### src/rtl/dac_ram_loader_ctrl.sv
// Loads sequence/RNG sample RAMs from a command stream, then arms and starts DAC playout
// on the first PPS rising edge after COMMIT.
module dac_ram_loader_ctrl #(
    parameter int unsigned SEQ_DEPTH   = 1024,
    parameter int unsigned RNG_DEPTH   = 4096,
    parameter int unsigned PPS_TIMEOUT = 250000000
) (
    input  logic        tx_core_clk,
    input  logic        tx_core_reset,
    input  logic        cmd_tvalid,
    output logic        cmd_tready,
    input  logic [47:0] cmd_tdata,
    input  logic        pps_i,
    output logic        seq_wen_o,
    output logic [9:0]  seq_addr_o,
    output logic [31:0] seq_din_o,
    output logic        rng_wen_o,
    output logic [11:0] rng_addr_o,
    output logic [31:0] rng_din_o,
    output logic [9:0]  max_addr_seq_o,
    output logic [11:0] max_addr_rng_o,
    output logic        shift_en_o,
    output logic [1:0]  state_o,
    output logic        err_o
);

    // The ARMED counter runs 0..PPS_TIMEOUT-1, so the timeout fires on the PPS_TIMEOUT-th cycle.
    localparam int unsigned CntW = (PPS_TIMEOUT > 1) ? $clog2(PPS_TIMEOUT) : 1;
    localparam logic [CntW-1:0] CntLast = CntW'(PPS_TIMEOUT - 1);

    localparam logic [1:0] OpSeqWr  = 2'b00;
    localparam logic [1:0] OpRngWr  = 2'b01;
    localparam logic [1:0] OpCommit = 2'b10;
    localparam logic [1:0] OpAbort  = 2'b11;

    typedef enum logic [1:0] {
        StIdle  = 2'd0,
        StLoad  = 2'd1,
        StArmed = 2'd2,
        StRun   = 2'd3
    } state_e;

    state_e          state_q;
    logic            seq_wen_q, rng_wen_q;
    logic [9:0]      seq_addr_q;
    logic [11:0]     rng_addr_q;
    logic [31:0]     seq_din_q, rng_din_q;
    logic [9:0]      seq_max_q, max_seq_q;
    logic [11:0]     rng_max_q, max_rng_q;
    logic            seq_written_q, rng_written_q;
    logic            shift_en_q, err_q, pps_q;
    logic [CntW-1:0] cnt_q;

    logic        cmd_fire;
    logic [1:0]  cmd_op;
    logic [13:0] cmd_addr;
    logic [31:0] cmd_data;
    logic        seq_ok, rng_ok, seq_bump, rng_bump, pps_rise, timeout;

    assign cmd_tready = ~tx_core_reset;
    assign cmd_fire   = cmd_tvalid & cmd_tready;
    assign cmd_op     = cmd_tdata[47:46];
    assign cmd_addr   = cmd_tdata[45:32];
    assign cmd_data   = cmd_tdata[31:0];

    assign seq_ok   = 32'(cmd_addr) < SEQ_DEPTH;
    assign rng_ok   = 32'(cmd_addr) < RNG_DEPTH;
    // First write after IDLE always restarts the running maximum.
    assign seq_bump = (state_q == StIdle) || !seq_written_q || (cmd_addr[9:0] > seq_max_q);
    assign rng_bump = (state_q == StIdle) || !rng_written_q || (cmd_addr[11:0] > rng_max_q);
    assign pps_rise = pps_i & ~pps_q;
    assign timeout  = (cnt_q == CntLast);

    always_ff @(posedge tx_core_clk) begin
        if (tx_core_reset) begin
            state_q       <= StIdle;
            seq_wen_q     <= 1'b0;
            rng_wen_q     <= 1'b0;
            seq_addr_q    <= '0;
            rng_addr_q    <= '0;
            seq_din_q     <= '0;
            rng_din_q     <= '0;
            seq_max_q     <= '0;
            rng_max_q     <= '0;
            max_seq_q     <= '0;
            max_rng_q     <= '0;
            seq_written_q <= 1'b0;
            rng_written_q <= 1'b0;
            shift_en_q    <= 1'b0;
            err_q         <= 1'b0;
            pps_q         <= 1'b0;
            cnt_q         <= '0;
        end else begin
            seq_wen_q <= 1'b0;
            rng_wen_q <= 1'b0;
            pps_q     <= pps_i;
            if (cmd_fire && cmd_op == OpAbort) begin
                state_q    <= StIdle;
                shift_en_q <= 1'b0;
                err_q      <= 1'b0;
            end else begin
                case (state_q)
                    StIdle, StLoad: begin
                        if (cmd_fire) begin
                            unique case (cmd_op)
                                OpSeqWr: begin
                                    if (seq_ok) begin
                                        seq_wen_q     <= 1'b1;
                                        seq_addr_q    <= cmd_addr[9:0];
                                        seq_din_q     <= cmd_data;
                                        seq_written_q <= 1'b1;
                                        if (seq_bump) seq_max_q <= cmd_addr[9:0];
                                        if (state_q == StIdle) begin
                                            state_q       <= StLoad;
                                            rng_written_q <= 1'b0;
                                        end
                                    end else begin
                                        err_q <= 1'b1;
                                    end
                                end
                                OpRngWr: begin
                                    if (rng_ok) begin
                                        rng_wen_q     <= 1'b1;
                                        rng_addr_q    <= cmd_addr[11:0];
                                        rng_din_q     <= cmd_data;
                                        rng_written_q <= 1'b1;
                                        if (rng_bump) rng_max_q <= cmd_addr[11:0];
                                        if (state_q == StIdle) begin
                                            state_q       <= StLoad;
                                            seq_written_q <= 1'b0;
                                        end
                                    end else begin
                                        err_q <= 1'b1;
                                    end
                                end
                                OpCommit: begin
                                    if (state_q == StLoad && seq_written_q) begin
                                        max_seq_q <= seq_max_q;
                                        max_rng_q <= rng_written_q ? rng_max_q : '0;
                                        state_q   <= StArmed;
                                        cnt_q     <= '0;
                                    end else begin
                                        err_q <= 1'b1;
                                    end
                                end
                                default: ;
                            endcase
                        end
                    end
                    StArmed: begin
                        if (pps_rise) begin
                            state_q    <= StRun;
                            shift_en_q <= 1'b1;
                        end else if (timeout) begin
                            state_q <= StLoad;
                            err_q   <= 1'b1;
                        end else begin
                            cnt_q <= cnt_q + 1'b1;
                        end
                        if (cmd_fire) err_q <= 1'b1;
                    end
                    StRun: begin
                        if (cmd_fire) err_q <= 1'b1;
                    end
                    default: state_q <= StIdle;
                endcase
            end
        end
    end

    assign seq_wen_o      = seq_wen_q;
    assign seq_addr_o     = seq_addr_q;
    assign seq_din_o      = seq_din_q;
    assign rng_wen_o      = rng_wen_q;
    assign rng_addr_o     = rng_addr_q;
    assign rng_din_o      = rng_din_q;
    assign max_addr_seq_o = max_seq_q;
    assign max_addr_rng_o = max_rng_q;
    assign shift_en_o     = shift_en_q;
    assign state_o        = state_q;
    assign err_o          = err_q;

endmodule

### config.mk
export PLATFORM = sky130hd
export DESIGN_NAME = dac_ram_loader_ctrl
export DESIGN_NICKNAME = d
export VERILOG_FILES = /design/src/rtl/dac_ram_loader_ctrl.sv
export SDC_FILE = /design/constraint.sdc
export NUM_CORES = 1
export LEC_CHECK = 0
export BUFFER_PORTS_ARGS = -buffer_cell sky130_fd_sc_hd__buf_2
export CAP_MARGIN = 20
export CORE_MARGIN = 2
export CORE_UTILIZATION = 50
export CTS_CLUSTER_SIZE = 30
export DETAILED_ROUTE_END_ITERATION = 7
export GPL_TIMING_DRIVEN = 0
export PLACE_DENSITY = 0.81
export SETUP_SLACK_MARGIN = 0.02
export SYNTH_ARGS = -nofsm -noshare
export SYNTH_HDL_FRONTEND = slang
export SYNTH_SLANG_ARGS = --single-unit
### constraint.sdc
create_clock -name tx_core_clk -period 5.6 [get_ports tx_core_clk]
set_clock_uncertainty 0.05 [all_clocks]
set_input_delay 1.12 -clock tx_core_clk [delete_from_list [all_inputs] [get_ports tx_core_clk]]
set_output_delay 1.12 -clock tx_core_clk [all_outputs]
set_load 0.02 [all_outputs]
==> results.sh, run 1 <==
export IMPL_status="finished, final reports clean"
export IMPL_worst_setup_path_end_kind="output port"
export IMPL_die_area_um2=15780
export IMPL_grt_use_met2_pct=43.78
export IMPL_synth_top_family_by_area="simple AND/OR/NAND/NOR gates"
export IMPL_clkSinkCount=167
export IMPL_drive_gt1_share_pct=19.95
export IMPL_coreArea_um2=14480
export IMPL_gr_total_overflow=0
export IMPL_fin_ws_ns=1.565
export IMPL_initial_core_util_pct=51.06
export IMPL_postRouteAntennaNets=0
export IMPL_synth_area_um2=7393
export IMPL_synth_edf_count=0
export IMPL_drc_errors=0
export IMPL_crit_type="primary input to output port"
export IMPL_grt_max_degree=17
export IMPL_nFillCells=1282
export IMPL_io_pins=167
export IMPL_max_slew_margin_pct=37.19
export IMPL_cts_tree="done"
export IMPL_place_congestion=0.8967
export IMPL_grt_use_met3_pct=10.06
export IMPL_cp_data_arrival_time_ns=2.86
export IMPL_post_cts_repair_setup_buffers=0
export IMPL_post_drt_wl_per_cell_um=16.83
export IMPL_path_clk_slew_ns=0.06
export IMPL_hold_path_end="rng_din_o[0]"
export IMPL_r2r_end="rng_max_q[8]"
export IMPL_synth_warnings=0
export IMPL_r2r_cells=6
export IMPL_clkLatencyLatePin_ns=0.44
export IMPL_hp_start="rng_din_o[0]"
export IMPL_setup_viol=0
export IMPL_cp_start_kind="primary input"
export IMPL_synthXorXnorAreaFrac_pct=0
export IMPL_hold_class="flip-flop to flip-flop"
export IMPL_rsz0062_at_grt="no"
export IMPL_whs_path_depth=2
export IMPL_cts_root_buf="clkbuf_16"
export IMPL_die_w_um=125.6
export IMPL_final_core_utilization_pct=62.19
export IMPL_synth_seq_cells=167
export IMPL_clk_path_buf_depth=2
export IMPL_total_power_mw=2.450
export IMPL_holdWs_ns=0.3995
export IMPL_crit_required_ns=4.43
export IMPL_synth_distinct_cells=57
export IMPL_yosys_area_share_simple_pct=25.67
export IMPL_use_met1_pct=33.73
export IMPL_leakage_nw=3.565
export IMPL_synth_mux_area_share_pct=2.098
export IMPL_nNetsFinal=1172
export IMPL_port_buffers=164
export IMPL_cts_resized=0
export IMPL_fin_crit_sh_pct=72.05
export IMPL_first_iter_violations=495
export IMPL_synthAdderAreaFrac_pct=3.892
export IMPL_timing_rr_start="rng_max_q[11]"
export IMPL_core_rowCount=44
export IMPL_htreeDepth=4
export IMPL_fmax_mhz=247.9
export IMPL_syn_inst=914
export IMPL_vias_per_cell=5.734
export IMPL_setup_tns_ns=0
export IMPL_worst_pin_slew_ns=0.9338
export IMPL_antenna_found_initial=0
export IMPL_ys_flop_type="dfxtp_1"
export IMPL_grt_pass1_wl_mm=34.86
export IMPL_dpl_hpwl_mm=15.86
export IMPL_wl_mm=21.74
export IMPL_ir_drop_mv=0.1896
export IMPL_async_flop_share_pct=0
export IMPL_area_growth_pct=21.80
export IMPL_cp_max_fo=10
export IMPL_place_ws_ns=1.601
export IMPL_synth_nets=989
export IMPL_hold_viol=0
export IMPL_num_antenna_cells=0
export IMPL_slew_viol_final=0
export IMPL_die_h_um=125.6
export IMPL_r2r_slack_ns=3.11
export IMPL_synth_compound_gate_area_share_pct=17.74
export IMPL_cts_hold_buf=0
export IMPL_layout_min_cycle_time_ns=4.035
export IMPL_p_per_area_nw_per_um2=272.1
export IMPL_syn_area_per_cell_um2=8.089
export IMPL_yosysSeqAreaShare_pct=45.22
export IMPL_firstDrtPassIters=5
export IMPL_cts_made_buffers=17
export IMPL_grt_pass1_vias=7029
export IMPL_top_usage_layer="met2"
export IMPL_via_count=7408
export IMPL_groute_usage_overall_pct=27.32
export IMPL_cap_violations=0
## worst max-delay path, stage by stage
cell	delay [ns]
buf_2	0.16
inv_1	0.13
clkbuf_1	0.36
clkbuf_1	0.43
buf_1	0.41
buf_2	0.25
## sequential cells by signal, indices dropped and copies added (netlist names)
name            cells
rng_addr_o         12
pps_q               1
rng_wen_o           1
rng_written_q       1
seq_din_o          32
seq_wen_o           1
rng_max_q          12
max_addr_seq_o     10
max_addr_rng_o     12
seq_max_q          10
seq_written_q       1
seq_addr_o         10
cnt_q              28
err_o               1
state_o             2
rng_din_o          32
shift_en_o          1
## power breakdown
part           leakage, nW  switching (mW)  internal [mW]
combinational         1.95          0.0886         0.0424
sequential            1.35         0.00346           1.19
clock                0.268           0.496          0.627
## kinds of logic (layout without fill, tap and decap cells)
group	after synthesis	after routing
adder cells (fa/ha/maj)	23	23
buffers and inverters	94	288
multiplexers	15	15
flip-flops	167	167
AND/OR/NAND/NOR	399	399
AO/OA/AOI/OAI	216	216
## Yosys cell counts, types with 3 or more instances
library cell,n,area [um^2]
buf_4,3,22.52
a21oi_1,126,630.6
buf_1,9,33.78
nand2b_1,8,50.05
a21o_1,4,30.03
o311ai_0,4,35.03
a31oi_1,11,68.82
buf_2,9,45.04
nand3_1,44,220.2
inv_1,26,97.59
nand4_1,12,75.07
nor3_1,16,80.08
or4_1,23,172.7
o211ai_1,4,30.03
or3_1,8,50.05
ha_1,23,287.8
dfxtp_1,167,3343
clkbuf_1,42,157.7
nand2_1,230,863.3
mux2i_1,11,110.1
nor2_1,18,67.56
mux2_1,3,33.78
and3_1,3,18.77
and4_1,10,87.58
and2_1,4,25.02
buf_6,3,33.78
o2111ai_1,10,87.58
o21ai_0,15,75.07
o31ai_1,20,150.1
nor4_1,5,31.28
nor2b_1,8,50.05
## layout make-up
type                       count  area (um^2)  share of cell area [%]
timing repair buffer         164        820.8                   9.115
buffer                        66        292.8                   3.251
sequential                   167         3343                   37.13
multi-input combinational    653         3652                   40.56
inverter                      28        105.1                   1.167
clock buffer                  18        439.2                   4.877
tap                          184        230.2                   2.557
clock inverter                12        121.4                   1.348
## layer usage
metal  vias to the layer above  part of all wire, %
met5                         -                    0
met2                       324                   46
met3                        46                   10
met4                         0                  2.2
met1                      3452                   42
li1                       3586                    -
## worst max path at each step
stage	startpoint	to	slack, ns	cells past startpoint
CTS	tx_core_reset	cmd_tready	1.60	6
finish	tx_core_reset	cmd_tready	1.57	6
global placement	tx_core_reset	cmd_tready	1.63	6
floorplan	tx_core_reset	cmd_tready	2.11	5
global route	tx_core_reset	cmd_tready	1.43	6
detailed placement	tx_core_reset	cmd_tready	1.60	6
## cell usage in the layout, fill, tap and decap left out, types with 5 or more instances in the layout
master,instances
nand2b_1,8
and4_1,10
o2111ai_1,10
nor3_1,16
or4_1,23
nor4_1,5
dfxtp_1,167
nor2b_1,8
mux2i_1,11
a21oi_1,126
a31oi_1,11
nand4_1,12
nor2_1,18
clkbuf_1,42
clkbuf_16,17
buf_2,173
nand3_1,44
o21ai_0,15
buf_1,9
nand2_1,230
inv_1,26
ha_1,23
or3_1,8
o31ai_1,20
## stage by stage
stage               std cells  area (um^2)
global placement         1262         8444
detailed placement       1262         8444
global route             1292         9005
CTS                      1292         9005
floorplan                 914         7393
finish                   1292         9005
No activity file was read; power rests on OpenSTA's default activity.
==> run 2, diff against run 1 <==
==> constraint.sdc (replaced) <==
create_clock -name tx_core_clk -period 4.2 [get_ports tx_core_clk]
set_clock_uncertainty 0.05 [all_clocks]
set_input_delay 0.84 -clock tx_core_clk [delete_from_list [all_inputs] [get_ports tx_core_clk]]
set_output_delay 0.84 -clock tx_core_clk [all_outputs]
set_load 0.02 [all_outputs]
==> results.sh, run 2 (same netlist as run 1, synthesis figures left out) <==
export IMPL_via_count=7406
export IMPL_p_per_area_nw_per_um2=363.2
export IMPL_wl_mm=21.76
export IMPL_cp_start_kind="primary input"
export IMPL_htreeDepth=4
export IMPL_worst_setup_path_end_kind="output port"
export IMPL_worst_pin_slew_ns=0.9142
export IMPL_layout_commonest_cell="nand2_1"
export IMPL_clkSinkCount=167
export IMPL_postRouteAntennaNets=0
export IMPL_clk_path_buf_depth=2
export IMPL_grt_pass1_vias=7020
export IMPL_die_h_um=125.6
export IMPL_setup_viol=0
export IMPL_die_area_um2=15780
export IMPL_gr_total_overflow=0
export IMPL_dpl_hpwl_mm=15.86
export IMPL_groute_usage_overall_pct=27.32
export IMPL_die_w_um=125.6
export IMPL_crit_buf_inv=6
export IMPL_max_slew_margin_pct=38.58
export IMPL_fmax_mhz=288.6
export IMPL_total_power_mw=3.271
export IMPL_cts_tree="done"
export IMPL_port_buffers=164
export IMPL_cts_hold_buf=0
export IMPL_io_pins=167
export IMPL_fin_crit_sh_pct=82.51
export IMPL_place_congestion=0.8967
export IMPL_grt_pass1_wl_mm=34.86
export IMPL_cap_violations=0
export IMPL_status="finished, final reports clean"
export IMPL_post_drt_wl_per_cell_um=16.84
export IMPL_final_cell_mix="nand2_1, buf_2, dfxtp_1, a21oi_1, nand3_1"
export IMPL_cts_resized=0
export IMPL_critPathTopFamily="buffers and inverters"
export IMPL_cts_root_buf="clkbuf_16"
export IMPL_area_growth_pct=21.80
export IMPL_leakage_nw=3.565
export IMPL_rsz0062_at_grt="no"
export IMPL_layout_min_cycle_time_ns=3.466
export IMPL_nNetsFinal=1172
export IMPL_ir_drop_mv=0.2522
export IMPL_cts_made_buffers=17
export IMPL_hold_class="flip-flop to flip-flop"
export IMPL_path_clk_slew_ns=0.06
export IMPL_clkLatencyLatePin_ns=0.43
export IMPL_num_antenna_cells=0
export IMPL_vias_per_cell=5.732
export IMPL_hold_viol=0
export IMPL_post_cts_repair_setup_buffers=0
export IMPL_first_iter_violations=490
export IMPL_core_rowCount=44
export IMPL_grt_max_degree=17
export IMPL_setup_tns_ns=0
export IMPL_cp_data_arrival_time_ns=2.58
export IMPL_slew_viol_final=0
export IMPL_coreArea_um2=14480
export IMPL_cpMaxStageDelayCell="clkbuf_1"
export IMPL_initial_core_util_pct=51.06
export IMPL_drc_errors=0
export IMPL_drive_gt1_share_pct=19.95
export IMPL_cp_max_fo=10
export IMPL_antenna_found_initial=0
export IMPL_crit_required_ns=3.31
export IMPL_crit_chain="buf_2 -> inv_1 -> clkbuf_1 -> clkbuf_1 -> buf_1 -> buf_2"
export IMPL_crit_type="primary input to output port"
export IMPL_critical_path_max_stage_delay_ns=0.43
export IMPL_firstDrtPassIters=5
==> run 2: cell counts in the layout (fill, tap and decap cells not counted) <==
No cell type changed its count.
==> run 2: cell type report <==
cell class | count | area (um^2)
tap | 184 | 230.2
inverter | 28 | 105.1
timing repair buffer | 164 | 820.8
clock inverter | 12 | 121.4
multi-input combinational | 653 | 3652
sequential | 167 | 3343
fill | 1282 | 5474
buffer | 66 | 292.8
clock buffer | 18 | 439.2
==> run 2: worst register-to-register path: stages (launching register included) <==
cell	delay, ns
dfxtp_1	0.36
inv_1	0.06
ha_1	0.31
and4_1	0.20
a21boi_0	0.73
o31ai_4	0.25
mux2_1	0.37
==> run 2: routing by layer <==
layer / track usage [%] / vias up / share of wire (%)
met2: 43.78 / 333 / 46
met5: 0 / - / 0
met4: 9.804 / 0 / 2.5
met1: 33.78 / 3435 / 42
li1: - / 3582 / -
met3: 10.14 / 56 / 10
==> run 2: power breakdown <==
part / switching [mW] / internal, mW
registers: 0.00463 / 1.59
logic: 0.118 / 0.0565
clock network: 0.665 / 0.836
==> run 2: path summary, 6_finish.rpt <==
| path | from | endpoint | slack [ns] | depth (start not counted) |
|---|---|---|---|---|
| setup / recovery | tx_core_reset | cmd_tready | 0.73 | 6 |
| setup reg to reg | rng_max_q[11] | rng_max_q[8] | 1.74 | 6 |
| hold reg to reg | rng_din_o[0] | rng_din_o[0] | 0.40 | 2 |
| hold / removal | rng_din_o[0] | rng_din_o[0] | 0.40 | 2 |
==> run 2: per-stage QoR <==
step | worst slack [ns] | util, % | area, um^2 | hold slack [ns] | std cells
final | 0.7344 | 62.19 | 9005 | 0.3999 | 1292
after global routing | 0.5927 | 62.19 | 9005 | 0.4210 | 1292
after CTS | 0.7550 | 62.19 | 9005 | 0.4036 | 1292
after detailed placement | 0.7612 | 58.32 | 8444 | 0.3946 | 1262
after global placement | 0.7853 | 58.32 | 8444 | 0.3873 | 1262
after floorplan | 1.274 | - | 7393 | 0.3884 | 914
